[src/rtl/btb_pkg.sv]
// Shared types and elaboration-time helpers for the set-associative branch target buffer.
package btb_pkg;

    typedef enum logic [1:0] {
        CTR_SNT = 2'b00,
        CTR_WNT = 2'b01,
        CTR_WT  = 2'b10,
        CTR_ST  = 2'b11
    } ctr_e;

    localparam int CTR_W = 2;

    function automatic int clog2(input int value);
        int result;
        result = 0;
        for (int i = 0; i < 31; i++) begin
            if ((32'sd1 <<< i) < value) begin
                result = i + 1;
            end
        end
        return result;
    endfunction

    function automatic bit is_pow2(input int value);
        return (value > 0) && ((value & (value - 1)) == 0);
    endfunction

    function automatic int tag_width(input int xlen, input int num_sets);
        return xlen - clog2(num_sets) - 2;
    endfunction

    function automatic bit geometry_ok(input int num_sets, input int num_ways, input int xlen);
        return is_pow2(num_sets) && (num_sets >= 2) &&
               is_pow2(num_ways) && (num_ways >= 1) && (num_ways <= 8) &&
               (tag_width(xlen, num_sets) >= 1);
    endfunction

    // Saturating 2-bit direction counter step.
    function automatic ctr_e ctr_train(input ctr_e ctr, input logic taken);
        ctr_e result;
        case (ctr)
            CTR_SNT: result = taken ? CTR_WNT : CTR_SNT;
            CTR_WNT: result = taken ? CTR_WT  : CTR_SNT;
            CTR_WT:  result = taken ? CTR_ST  : CTR_WNT;
            CTR_ST:  result = taken ? CTR_ST  : CTR_WT;
            default: result = CTR_SNT;
        endcase
        return result;
    endfunction

endpackage

[src/rtl/btb_plru.sv]
// Tree pseudo-LRU for one set: walks the heap-ordered node bits to find the victim and
// produces the bits after touching a way (each node on its path points away from it).
module btb_plru
    import btb_pkg::*;
#(
    parameter int NUM_WAYS = 2,
    parameter int PLRU_W   = (NUM_WAYS > 1) ? NUM_WAYS - 1 : 1,
    parameter int WAY_BITS = (NUM_WAYS > 1) ? clog2(NUM_WAYS) : 1
) (
    input  logic [PLRU_W-1:0]   bits_i,
    input  logic [WAY_BITS-1:0] touch_way_i,
    input  logic                touch_en_i,
    output logic [PLRU_W-1:0]   bits_o,
    output logic [WAY_BITS-1:0] victim_o
);

    localparam int LEVELS = clog2(NUM_WAYS);

    // Node bit 0 sends the victim search left (lower ways), 1 sends it right.
    always_comb begin : p_victim
        int node;
        node     = 0;
        victim_o = '0;
        for (int lvl = 0; lvl < LEVELS; lvl++) begin
            victim_o[LEVELS-1-lvl] = bits_i[node];
            node = 2 * node + 1 + int'(bits_i[node]);
        end
    end

    // Touch: flip every node on the path so it points at the other subtree.
    always_comb begin : p_touch
        int            node;
        logic          dir;
        logic [PLRU_W-1:0] touched;
        node    = 0;
        dir     = 1'b0;
        touched = bits_i;
        for (int lvl = 0; lvl < LEVELS; lvl++) begin
            dir           = touch_way_i[LEVELS-1-lvl];
            touched[node] = ~dir;
            node = 2 * node + 1 + int'(dir);
        end
        bits_o = touch_en_i ? touched : bits_i;
    end

endmodule

[src/rtl/btb_assoc.sv]
// N-way set-associative BTB: registered lookup in IF2, trained from resolve, single-cycle flush.
module btb_assoc
    import btb_pkg::*;
#(
    parameter int NUM_SETS = 16,
    parameter int NUM_WAYS = 2,
    parameter int XLEN     = 32
) (
    input  logic            clk,
    input  logic            rst_n,
    input  logic            lu_valid,
    input  logic [XLEN-1:0] lu_pc,
    input  logic            lu_stall,
    output logic            hit,
    output logic            is_branch,
    output logic            is_jump,
    output logic            pred_taken,
    output logic [XLEN-1:0] target,
    input  logic            upd_valid,
    input  logic [XLEN-1:0] upd_pc,
    input  logic [XLEN-1:0] upd_target,
    input  logic            upd_is_branch,
    input  logic            upd_taken,
    input  logic            flush
);

    localparam int SET_BITS = clog2(NUM_SETS);
    localparam int TAG_W    = tag_width(XLEN, NUM_SETS);
    localparam int WAY_BITS = (NUM_WAYS > 1) ? clog2(NUM_WAYS) : 1;
    localparam int PLRU_W   = (NUM_WAYS > 1) ? NUM_WAYS - 1 : 1;

    if (!geometry_ok(NUM_SETS, NUM_WAYS, XLEN)) begin : g_bad_geometry
        $error("btb_assoc: illegal NUM_SETS/NUM_WAYS/XLEN combination");
    end

    logic              ent_valid_q  [NUM_SETS][NUM_WAYS];
    logic [TAG_W-1:0]  ent_tag_q    [NUM_SETS][NUM_WAYS];
    logic [XLEN-1:0]   ent_target_q [NUM_SETS][NUM_WAYS];
    logic              ent_is_br_q  [NUM_SETS][NUM_WAYS];
    ctr_e              ent_ctr_q    [NUM_SETS][NUM_WAYS];
    logic [PLRU_W-1:0] plru_q       [NUM_SETS];

    logic            out_hit_q, out_hit_d;
    logic            out_br_q, out_br_d;
    logic            out_jmp_q, out_jmp_d;
    logic            out_pred_q, out_pred_d;
    logic [XLEN-1:0] out_target_q, out_target_d;

    function automatic logic [WAY_BITS-1:0] first_one(input logic [NUM_WAYS-1:0] vec);
        logic [WAY_BITS-1:0] way;
        way = '0;
        for (int w = NUM_WAYS - 1; w >= 0; w--) begin
            if (vec[w]) begin
                way = WAY_BITS'(w);
            end
        end
        return way;
    endfunction

    logic [SET_BITS-1:0] lu_set_s, upd_set_s;
    logic [TAG_W-1:0]    lu_tag_s, upd_tag_s;
    logic                unused_pc_s;

    assign lu_set_s    = lu_pc[SET_BITS+1:2];
    assign lu_tag_s    = lu_pc[XLEN-1:SET_BITS+2];
    assign upd_set_s   = upd_pc[SET_BITS+1:2];
    assign upd_tag_s   = upd_pc[XLEN-1:SET_BITS+2];
    assign unused_pc_s = ^{lu_pc[1:0], upd_pc[1:0]};

    logic [NUM_WAYS-1:0] lu_match_s, upd_match_s, upd_invalid_s;
    logic                lu_hit_s, upd_hit_s, upd_any_inv_s;
    logic [WAY_BITS-1:0] lu_way_s, upd_hit_way_s, upd_inv_way_s, upd_victim_s, upd_way_s;

    // Per-way tag compare for both the lookup and the update port.
    always_comb begin
        lu_match_s    = '0;
        upd_match_s   = '0;
        upd_invalid_s = '0;
        for (int w = 0; w < NUM_WAYS; w++) begin
            lu_match_s[w]    = ent_valid_q[lu_set_s][w] && (ent_tag_q[lu_set_s][w] == lu_tag_s);
            upd_match_s[w]   = ent_valid_q[upd_set_s][w] && (ent_tag_q[upd_set_s][w] == upd_tag_s);
            upd_invalid_s[w] = ~ent_valid_q[upd_set_s][w];
        end
    end

    assign lu_hit_s      = |lu_match_s;
    assign lu_way_s      = first_one(lu_match_s);
    assign upd_hit_s     = |upd_match_s;
    assign upd_hit_way_s = first_one(upd_match_s);
    assign upd_any_inv_s = |upd_invalid_s;
    assign upd_inv_way_s = first_one(upd_invalid_s);

    logic upd_write_s, lu_touch_s;
    ctr_e upd_ctr_s;

    // Not-taken misses never allocate; flush swallows the update entirely.
    assign upd_write_s = upd_valid && !flush && (upd_hit_s || upd_taken);
    assign lu_touch_s  = lu_valid && !lu_stall && !flush && lu_hit_s;

    // Way selection and counter value for the update write.
    always_comb begin
        upd_way_s = upd_hit_way_s;
        upd_ctr_s = CTR_ST;
        if (upd_hit_s) begin
            upd_way_s = upd_hit_way_s;
        end else if (upd_any_inv_s) begin
            upd_way_s = upd_inv_way_s;
        end else begin
            upd_way_s = upd_victim_s;
        end
        if (!upd_is_branch) begin
            upd_ctr_s = CTR_ST;
        end else if (upd_hit_s) begin
            upd_ctr_s = ctr_train(ent_ctr_q[upd_set_s][upd_hit_way_s], upd_taken);
        end else begin
            upd_ctr_s = CTR_WT;
        end
    end

    logic [PLRU_W-1:0]   lu_plru_next_s, upd_plru_next_s;
    logic [WAY_BITS-1:0] lu_victim_unused_s;

    btb_plru #(.NUM_WAYS(NUM_WAYS)) u_plru_lookup (
        .bits_i      (plru_q[lu_set_s]),
        .touch_way_i (lu_way_s),
        .touch_en_i  (1'b1),
        .bits_o      (lu_plru_next_s),
        .victim_o    (lu_victim_unused_s)
    );

    btb_plru #(.NUM_WAYS(NUM_WAYS)) u_plru_update (
        .bits_i      (plru_q[upd_set_s]),
        .touch_way_i (upd_way_s),
        .touch_en_i  (1'b1),
        .bits_o      (upd_plru_next_s),
        .victim_o    (upd_victim_s)
    );

    // PLRU state; the update write comes last so it wins on a shared set.
    always_ff @(posedge clk or negedge rst_n) begin
        if (!rst_n) begin
            for (int s = 0; s < NUM_SETS; s++) begin
                plru_q[s] <= '0;
            end
        end else if (flush) begin
            for (int s = 0; s < NUM_SETS; s++) begin
                plru_q[s] <= '0;
            end
        end else begin
            if (lu_touch_s) begin
                plru_q[lu_set_s] <= lu_plru_next_s;
            end
            if (upd_write_s) begin
                plru_q[upd_set_s] <= upd_plru_next_s;
            end
        end
    end

    // Entry storage: flush drops valid bits only.
    always_ff @(posedge clk or negedge rst_n) begin
        if (!rst_n) begin
            for (int s = 0; s < NUM_SETS; s++) begin
                for (int w = 0; w < NUM_WAYS; w++) begin
                    ent_valid_q[s][w]  <= 1'b0;
                    ent_tag_q[s][w]    <= '0;
                    ent_target_q[s][w] <= '0;
                    ent_is_br_q[s][w]  <= 1'b0;
                    ent_ctr_q[s][w]    <= CTR_SNT;
                end
            end
        end else if (flush) begin
            for (int s = 0; s < NUM_SETS; s++) begin
                for (int w = 0; w < NUM_WAYS; w++) begin
                    ent_valid_q[s][w] <= 1'b0;
                end
            end
        end else if (upd_write_s) begin
            ent_valid_q[upd_set_s][upd_way_s]  <= 1'b1;
            ent_tag_q[upd_set_s][upd_way_s]    <= upd_tag_s;
            ent_target_q[upd_set_s][upd_way_s] <= upd_target;
            ent_is_br_q[upd_set_s][upd_way_s]  <= upd_is_branch;
            ent_ctr_q[upd_set_s][upd_way_s]    <= upd_ctr_s;
        end
    end

    // Prediction formed from pre-update contents (no write bypass).
    always_comb begin
        logic rd_br;
        logic rd_ctr_msb;
        rd_br        = ent_is_br_q[lu_set_s][lu_way_s];
        rd_ctr_msb   = ent_ctr_q[lu_set_s][lu_way_s][1];
        out_hit_d    = lu_valid && lu_hit_s;
        out_br_d     = out_hit_d && rd_br;
        out_jmp_d    = out_hit_d && !rd_br;
        out_pred_d   = out_hit_d && (!rd_br || rd_ctr_msb);
        out_target_d = out_hit_d ? ent_target_q[lu_set_s][lu_way_s] : {XLEN{1'b0}};
    end

    // Output register: flush forces a miss even while stalled.
    always_ff @(posedge clk or negedge rst_n) begin
        if (!rst_n) begin
            out_hit_q    <= 1'b0;
            out_br_q     <= 1'b0;
            out_jmp_q    <= 1'b0;
            out_pred_q   <= 1'b0;
            out_target_q <= '0;
        end else if (flush) begin
            out_hit_q    <= 1'b0;
            out_br_q     <= 1'b0;
            out_jmp_q    <= 1'b0;
            out_pred_q   <= 1'b0;
            out_target_q <= '0;
        end else if (!lu_stall) begin
            out_hit_q    <= out_hit_d;
            out_br_q     <= out_br_d;
            out_jmp_q    <= out_jmp_d;
            out_pred_q   <= out_pred_d;
            out_target_q <= out_target_d;
        end
    end

    assign hit        = out_hit_q;
    assign is_branch  = out_br_q;
    assign is_jump    = out_jmp_q;
    assign pred_taken = out_pred_q;
    assign target     = out_target_q;

endmodule

[config.mk]
export PLATFORM = sky130hd
export DESIGN_NAME = btb_assoc
export DESIGN_NICKNAME = d
export VERILOG_FILES = /design/src/rtl/btb_pkg.sv /design/src/rtl/btb_plru.sv /design/src/rtl/btb_assoc.sv
export SDC_FILE = /design/constraint.sdc
export NUM_CORES = 2
export LEC_CHECK = 0
export CAP_MARGIN = 0
export CORE_ASPECT_RATIO = 0.7
export CORE_MARGIN = 3
export CORE_UTILIZATION = 60
export CTS_BUF_LIST = sky130_fd_sc_hd__clkbuf_8
export DETAILED_ROUTE_END_ITERATION = 8
export GPL_TIMING_DRIVEN = 0
export PLACE_DENSITY = 0.85
export SYNTH_ARGS = -nofsm -noshare
export SYNTH_HDL_FRONTEND = slang
export SYNTH_SLANG_ARGS = --single-unit
[constraint.sdc]
create_clock -name clk -period 5.24 [get_ports clk]
set_input_delay 0.786 -clock clk [delete_from_list [all_inputs] [get_ports clk]]
set_output_delay 0.786 -clock clk [all_outputs]
set_load 0.02 [all_outputs]
Yosys cells after proc, flatten, opt, wreduce, memory -nomap -nowiden

Cells that the tools add are included.

Reduce and logical (&&, ||, !) cells: 27
Equal/unequal tests: 8
Muxes and demuxes: 97
Bitwise logic cells: 11
Magnitude comparators: 8

Operators by type and width:

| kind                                    | count |
|---|---|
| bitwise mux 1024 bit                    | 1 |
| bitwise mux 832 bit                     | 1 |
| binary-select mux 52 bit (select 4 bit) | 2 |
| 2-to-1 mux 32 bit                       | 9 |
| 2-to-1 mux 52 bit                       | 5 |
| binary-select mux 64 bit (select 4 bit) | 1 |
| demux 64 bit (select 4 bit)             | 1 |
| demux 52 bit (select 4 bit)             | 1 |
| 2-to-1 mux 64 bit                       | 3 |
| == test 26 bit                          | 4 |
| bitwise mux 64 bit                      | 1 |
| 2-to-1 mux 16 bit                       | 4 |
| 2-to-1 mux 2 bit                        | 18 |
| binary-select mux 4 bit (select 4 bit)  | 2 |
| bitwise mux 16 bit                      | 2 |
| bitwise mux 32 bit                      | 1 |
| demux 32 bit (select 1 bit)             | 1 |
| bitwise OR 32 bit                       | 1 |
| demux 26 bit (select 1 bit)             | 1 |
| 2-to-1 mux 1 bit                        | 26 |
| 2-to-1 mux 26 bit                       | 1 |
| binary-select mux 2 bit (select 4 bit)  | 3 |
| 2-to-1 mux 4 bit                        | 5 |
| demux 4 bit (select 4 bit)              | 1 |
| other kinds (23)                        | 56 |

Logic and storage cells: 332
Register bits: 2036
Bits of input ports: 104
Output and inout bits: 36

Depth between registers and ports, before layout

Depth in word-level cells: 19
Gate-level depth with buffers: 19
Mapped depth without buffers: 10

By module

From an unflattened synthesis, not the netlist that was laid out.

Cells, all modules: 6749
Area total of the unflattened synthesis: 102488.3 µm²

By module, submodules not included:

| module    | cells an instance | seq. area each (µm²) | area each (µm²) | times used |
|---|---|---|---|---|
| btb_assoc | 6743              | 50948.9              | 102445.8        | 1 |
| btb_plru  | 3                 | 0.0                  | 21.3            | 2 |

Least setup slack after synthesis

OpenSTA, ideal clock, no wires.

Path type: in2reg
Start: input lu_pc[2]
End: register plru_q[12] (netlist bit)
Required time: 5.141 ns
Setup time: 0.099 ns
Cell stages on the path: 12
Buffers on the path: 3
Slack: 0.435 ns
Data arrival time: 4.705 ns
Path through: clkbuf_1 -> buf_1 -> buf_1 -> mux4_2 -> mux4_2 -> xor2_1 -> nor4_1 -> nand4_1 -> nor3_1 -> nor3b_1 -> nand2_1 -> a311oi_1

Longest elaborated chain between the ends: 15
Elaborated cells between the ends (all ways): 27
Those cells by class: order compare (2); eq/ne (2); mux (16); bitwise (2); reduce/logical (5)

Ends and longest elaborated chain:

| item                                                  | RTL line                          | text |
|---|---|---|
| from (decl)                                           | btb_assoc.sv:12                   | `input logic [XLEN-1:0] lu_pc,` |
| inverter 4 -> 5 bit (not written as such) (*)         | btb_assoc.sv:80, btb_assoc.sv:151 |  |
| binary-select mux 52 bit (select 4 bit)               | btb_assoc.sv:80                   | `lu_match_s[w] = ent_valid_q[lu_set_s][w] && (ent_tag_q[lu_set_s][w] == lu_tag_s);` |
| 2-to-1 mux 52 bit (not written as such) (2 in series) | btb_assoc.sv:80                   |  |
| == test 26 bit                                        | btb_assoc.sv:80                   |  |
| logical AND 1 bit                                     | btb_assoc.sv:80                   |  |
| 2-to-1 mux 1 bit (2 in series)                        | btb_assoc.sv:53                   | `if (vec[w]) begin` |
| inverter 1 bit                                        | btb_plru.sv:40                    | `touched[node] = ~dir;` |
| bitwise mux 16 bit                                    | btb_assoc.sv:151                  | `plru_q[lu_set_s] <= lu_plru_next_s;` |
| 2-to-1 mux 16 bit (*)                                 | btb_assoc.sv:150                  | `if (lu_touch_s) begin` |
| 2-to-1 mux 16 bit (*)                                 | btb_assoc.sv:145                  | `end else if (flush) begin` |
| bitwise mux 16 bit                                    | btb_assoc.sv:154                  | `plru_q[upd_set_s] <= upd_plru_next_s;` |
| 2-to-1 mux 16 bit (*)                                 | btb_assoc.sv:153                  | `if (upd_write_s) begin` |
| 2-to-1 mux 16 bit (*)                                 | btb_assoc.sv:145                  |  |
| to (signal, indexed assignment)                       | btb_assoc.sv:151                  |  |
| to (signal, indexed assignment)                       | btb_assoc.sv:154                  |  |
| to (decl)                                             | btb_assoc.sv:41                   | `logic [PLRU_W-1:0] plru_q [NUM_SETS];` |

Every way passes the cells marked *; elsewhere a longest branch is shown, timed or not. The select of a mux whose other input is x is not followed.
A chain may end at the register's enable or synchronous reset.

Worst setup path after layout

Start: input upd_pc[27]
End: register ent_target_q[990] (netlist bit)

Longest elaborated chain between the ends: 13
Elaborated cells between the ends (all ways): 20
Those cells by class: order compare (2); eq/ne (2); mux (8); bitwise (1); reduce/logical (7)

Ends and longest elaborated chain:

| item                                                                                                          | RTL line         | text |
|---|---|---|
| from (decl)                                                                                                   | btb_assoc.sv:20  | `input logic [XLEN-1:0] upd_pc,` |
| == test 26 bit                                                                                                | btb_assoc.sv:81  | `upd_match_s[w] = ent_valid_q[upd_set_s][w] && (ent_tag_q[upd_set_s][w] == upd_tag_s);` |
| logical AND 1 bit                                                                                             | btb_assoc.sv:81  |  |
| 2-to-1 mux 1 bit (2 in series)                                                                                | btb_assoc.sv:53  |  |
| 2-to-1 mux 1 bit                                                                                              | btb_assoc.sv:104 | `if (upd_hit_s) begin` |
| inverter 1 -> 2 bit (not written as such)                                                                     | btb_assoc.sv:180 | `ent_target_q[upd_set_s][upd_way_s] <= upd_target;` |
| greater-or-equal comparator 2 bit (not written as such) / < comparator 2 x 1 -> 1 bit (equally long branches) | btb_assoc.sv:180 |  |
| logical AND 1 bit (not written as such)                                                                       | btb_assoc.sv:180 |  |
| 2-to-1 mux 32 bit (not written as such)                                                                       | btb_assoc.sv:180 |  |
| demux 32 bit (select 1 bit)                                                                                   | btb_assoc.sv:180 |  |
| 2-to-1 mux 64 bit (not written as such)                                                                       | btb_assoc.sv:180 |  |
| demux 64 bit (select 4 bit)                                                                                   | btb_assoc.sv:180 |  |
| bitwise mux 1024 bit                                                                                          | btb_assoc.sv:180 |  |
| to (signal, indexed assignment)                                                                               | btb_assoc.sv:180 |  |
| to (decl)                                                                                                     | btb_assoc.sv:38  | `logic [XLEN-1:0] ent_target_q [NUM_SETS][NUM_WAYS];` |

Parallel ways exist; a longest one is shown, timed or not.

==> results_dict.tcl <==
set metrics [dict create \
    place_inst 8867 \
    place_area_um2 107000 \
    period_needed_ps 5520 \
    syn_nets 6620 \
    dieWidth_um 499 \
    hold_path_end "plru_q[1]" \
    avgSynthCellArea_um2 15.7 \
    grt_max_degree 187 \
    startpoint_type "input pin" \
    grt_antenna_before_repair 35 \
    leakagePower_uw 0.0544 \
    r2r-start "ent_tag_q[789]" \
    final_nets 7140 \
    hp-start "flush" \
    setup_tns_ps -191380 \
    cap_violations 5 \
    status "finished, violations left" \
    finalSetupViolations 1789 \
    grt_pass1_wl_um 537000 \
    io_buffers 107 \
    whs_path_depth 2 \
    start_util_pct 61.0 \
    final_common_cell "dfrtp_1" \
    dr_total_vias 71400 \
    grtUsageMet3_pct 29.0 \
    avgRoutedWirePerCell_um 40.9 \
    endpoint_kind "register" \
    cts_sinks 2036 \
    ys.flop_type "dfrtp_1" \
    cts-root-buf "clkbuf_8" \
    grt_pass1_vias 69900 \
    fmax_ghz 0.181 \
    crit_chain "clkdlybuf4s50_1 -> inv_1 -> and2_1 -> o311a_1 -> or3b_1 -> or4b_1 -> or3_4 -> a21o_1 -> buf_4 -> buf_6 -> nor3_4 -> buf_12 -> buf_16 -> buf_8 -> mux2_2" \
    dr.pass1.iters 9 \
    clock-skew-final_ps 83.9 \
    tritoncts "done" \
    cpPeakStageDelay_ps 1000 \
    arrival_ps 6420 \
    final_cells 9506 \
    drive_gt1_share_pct 50.7 \
    mostFrequentLayoutCells "2036 x dfrtp_1, 1793 x mux2_2, 736 x mux4_2" \
    crit_type "input pin to register" \
    dieArea_um2 175000 \
    drc 1 \
    critPathMaxFanout 10 \
    cellPowerDensity_nw_per_um2 312 \
    critPathSlowestCell "clkdlybuf4s50_1" \
    synth_edf_count 0 \
    rr_endpoint "ent_target_q[990]" \
    yosysSeqAreaShare_pct 49.9 \
    met1_usage_pct 58.3 \
    slew_headroom_pct -8.95 \
    insertion_delay_ps 1090 \
    period_share_pct 105 \
    hp-class "input pin to register" \
    yosys_warnings 0 \
    fin_ws_ps -282 \
    clockBufferDepth 4 \
    viasPerCell 7.51 \
    holdWs_ps 125 \
    drtIter0Drc 11000 \
    syn_to_final_growth_pct 12.7 \
    ff2ff_path_depth 15 \
    htree_levels 5 \
    coreArea_um2 167000 \
    synth-seq-cells 2036 \
    io-pin-count 140 \
    gp_congestion 1.14 \
    path_buf_inv 7 \
    reg2reg_slack_ps -90 \
    dp_hpwl_um 270000 \
    finalInstanceArea_um2 115000 \
    pre_cts_ws_ps -3840 \
    grt.total_usage_pct 44.3 \
    netlist_area_um2 102000 \
    grt_overflow_total 0 \
    async_flop_share_pct 100 \
    numCtsBuffers 324 \
    slew_violations 42 \
    crit_family "buffers and inverters" \
    tightestPinTransition_ps 1630 \
    synth_cell_type_count 84 \
    violations "design-rule violations, max-capacitance violations, max-slew violations, negative setup slack" \
    worstPathRequired_ps 6140 \
    drtAntennaViolNets 0 \
    routed_wl_um 389000 \
    use_met2_pct 55.3 \
    syn_inst 6516 \
    busiest_layer "met1" \
    peakVddDrop_mv 0.223 \
    hold_viol 0 \
    die_h_um 351 \
    path_clk_slew_ps 60 \
    num_rows 125 \
]
==> report_power, final <==
group / internal [uW] / switching, uW
logic: 2130 / 2740
registers: 16700 / 679
clock network: 6990 / 6620
total: 25900 / 10000
==> routing by layer <==
layer / vias to the layer above / routed length (um)
met5: - / 2450
met4: 50 / 23400
met3: 1490 / 71700
met2: 6286 / 149000
met1: 37700 / 143000
li1: 25900 / -
==> cells in the mapped netlist, types with 8 or more instances <==
| cell type | n | area (um2) |
|---|---|---|
| buf_2 | 145 | 726 |
| mux4_1 | 32 | 841 |
| a21oi_1 | 62 | 310 |
| xor2_1 | 34 | 298 |
| a22o_1 | 14 | 123 |
| o21a_1 | 13 | 97.6 |
| nand3_1 | 25 | 125 |
| nor2_1 | 43 | 161 |
| a21o_1 | 11 | 82.6 |
| nand4_1 | 13 | 81.3 |
| a311oi_1 | 14 | 123 |
| o31ai_1 | 8 | 60.1 |
| and3_1 | 13 | 81.3 |
| buf_6 | 60 | 676 |
| a22oi_1 | 46 | 345 |
| xnor2_1 | 68 | 596 |
| nand2b_1 | 11 | 68.8 |
| a221oi_1 | 12 | 105 |
| mux2_2 | 1793 | 20200 |
| mux2_4 | 90 | 1350 |
| o21ai_0 | 84 | 420 |
| inv_1 | 34 | 128 |
| buf_4 | 54 | 405 |
| nor2b_1 | 13 | 81.3 |
| nor4_1 | 12 | 75.1 |
| nor3_1 | 12 | 60.1 |
| mux2_1 | 97 | 1090 |
| nand2_1 | 120 | 450 |
| clkbuf_1 | 339 | 1270 |
| nor3_4 | 10 | 163 |
| dfrtp_1 | 2036 | 50900 |
| buf_1 | 59 | 221 |
| mux2i_1 | 208 | 2080 |
| nor3b_1 | 37 | 278 |
| mux4_2 | 736 | 16600 |
| o22ai_1 | 24 | 150 |
==> cell families after synthesis <==
kind of cell             synth area share [%]
AND/OR/NAND/NOR                          2.05
flip-flops                               49.9
AO/OA/AOI/OAI                            2.35
multiplexers                             41.3
XOR/XNOR                                0.876
adder cells (fa/ha/maj)                0.0294
buffers and inverters                    3.45
==> through the flow <==
step                      utilization, %  total power, uW
after global placement              63.3            21900
after global routing                68.7            36700
final                               68.7            35900
after floorplan                        -            20100
after detailed placement            63.6            22100
after CTS                           68.4            35500
==> worst reg2reg max path, cell delays in order (launching register included) <==
cell and delay (ps):
dfrtp_1 410, mux4_1 490, mux2i_1 460, o32ai_1 190
nor2_1 370, a41oi_4 280, or4b_4 630, or3_4 500
a21o_1 190, buf_4 200, buf_6 200, nor3_4 260
buf_12 160, buf_16 190, buf_8 250, mux2_2 370
==> flip-flops by register name, summed over array words and instances, names as in the netlist <==
register,cells
is_jump,1
ent_ctr_q,64
pred_taken,1
is_branch,1
plru_q,16
ent_valid_q,32
target,32
ent_tag_q,832
ent_target_q,1024
hit,1
ent_is_br_q,32
==> how the worst max path moves through the flow <==
stage / end / slack (ps) / depth (start not counted) / from
after floorplan: plru_q[12] / 440 / 12 / lu_pc[2]
after global routing: ent_tag_q[153] / -20 / 18 / upd_pc[5]
after global placement: ent_tag_q[175] / -85800 / 1 / rst_n
after CTS: ent_target_q[106] / -150 / 16 / upd_pc[3]
final: ent_target_q[990] / -280 / 15 / upd_pc[27]
after detailed placement: ent_tag_q[818] / -3840 / 14 / upd_pc[4]
==> cell type report <==
| class | instances | area [um2] |
|---|---|---|
| Buffer | 658 | 4340 |
| Antenna cell | 40 | 100 |
| Multi-Input combinational cell | 3780 | 48100 |
| Timing Repair Buffer | 198 | 2390 |
| Inverter | 38 | 149 |
| Tap cell | 2222 | 2780 |
| Sequential cell | 2036 | 50900 |
| Clock buffer | 397 | 5460 |
| Fill cell | 10900 | 52300 |
| Clock inverter | 137 | 691 |
==> repair_timing <==
| item | CTS | global route |
|---|---|---|
| setup endpoints to repair | 2036 | 1966 |
| pin swaps | 22 | 8 |
| hold buffers | 2 | 0 |
| hold endpoints to repair | 170 | 0 |
| resized for setup | 382 | 142 |
| buffers inserted | 51 | 16 |
No activity file was read; power rests on OpenSTA's default activity.
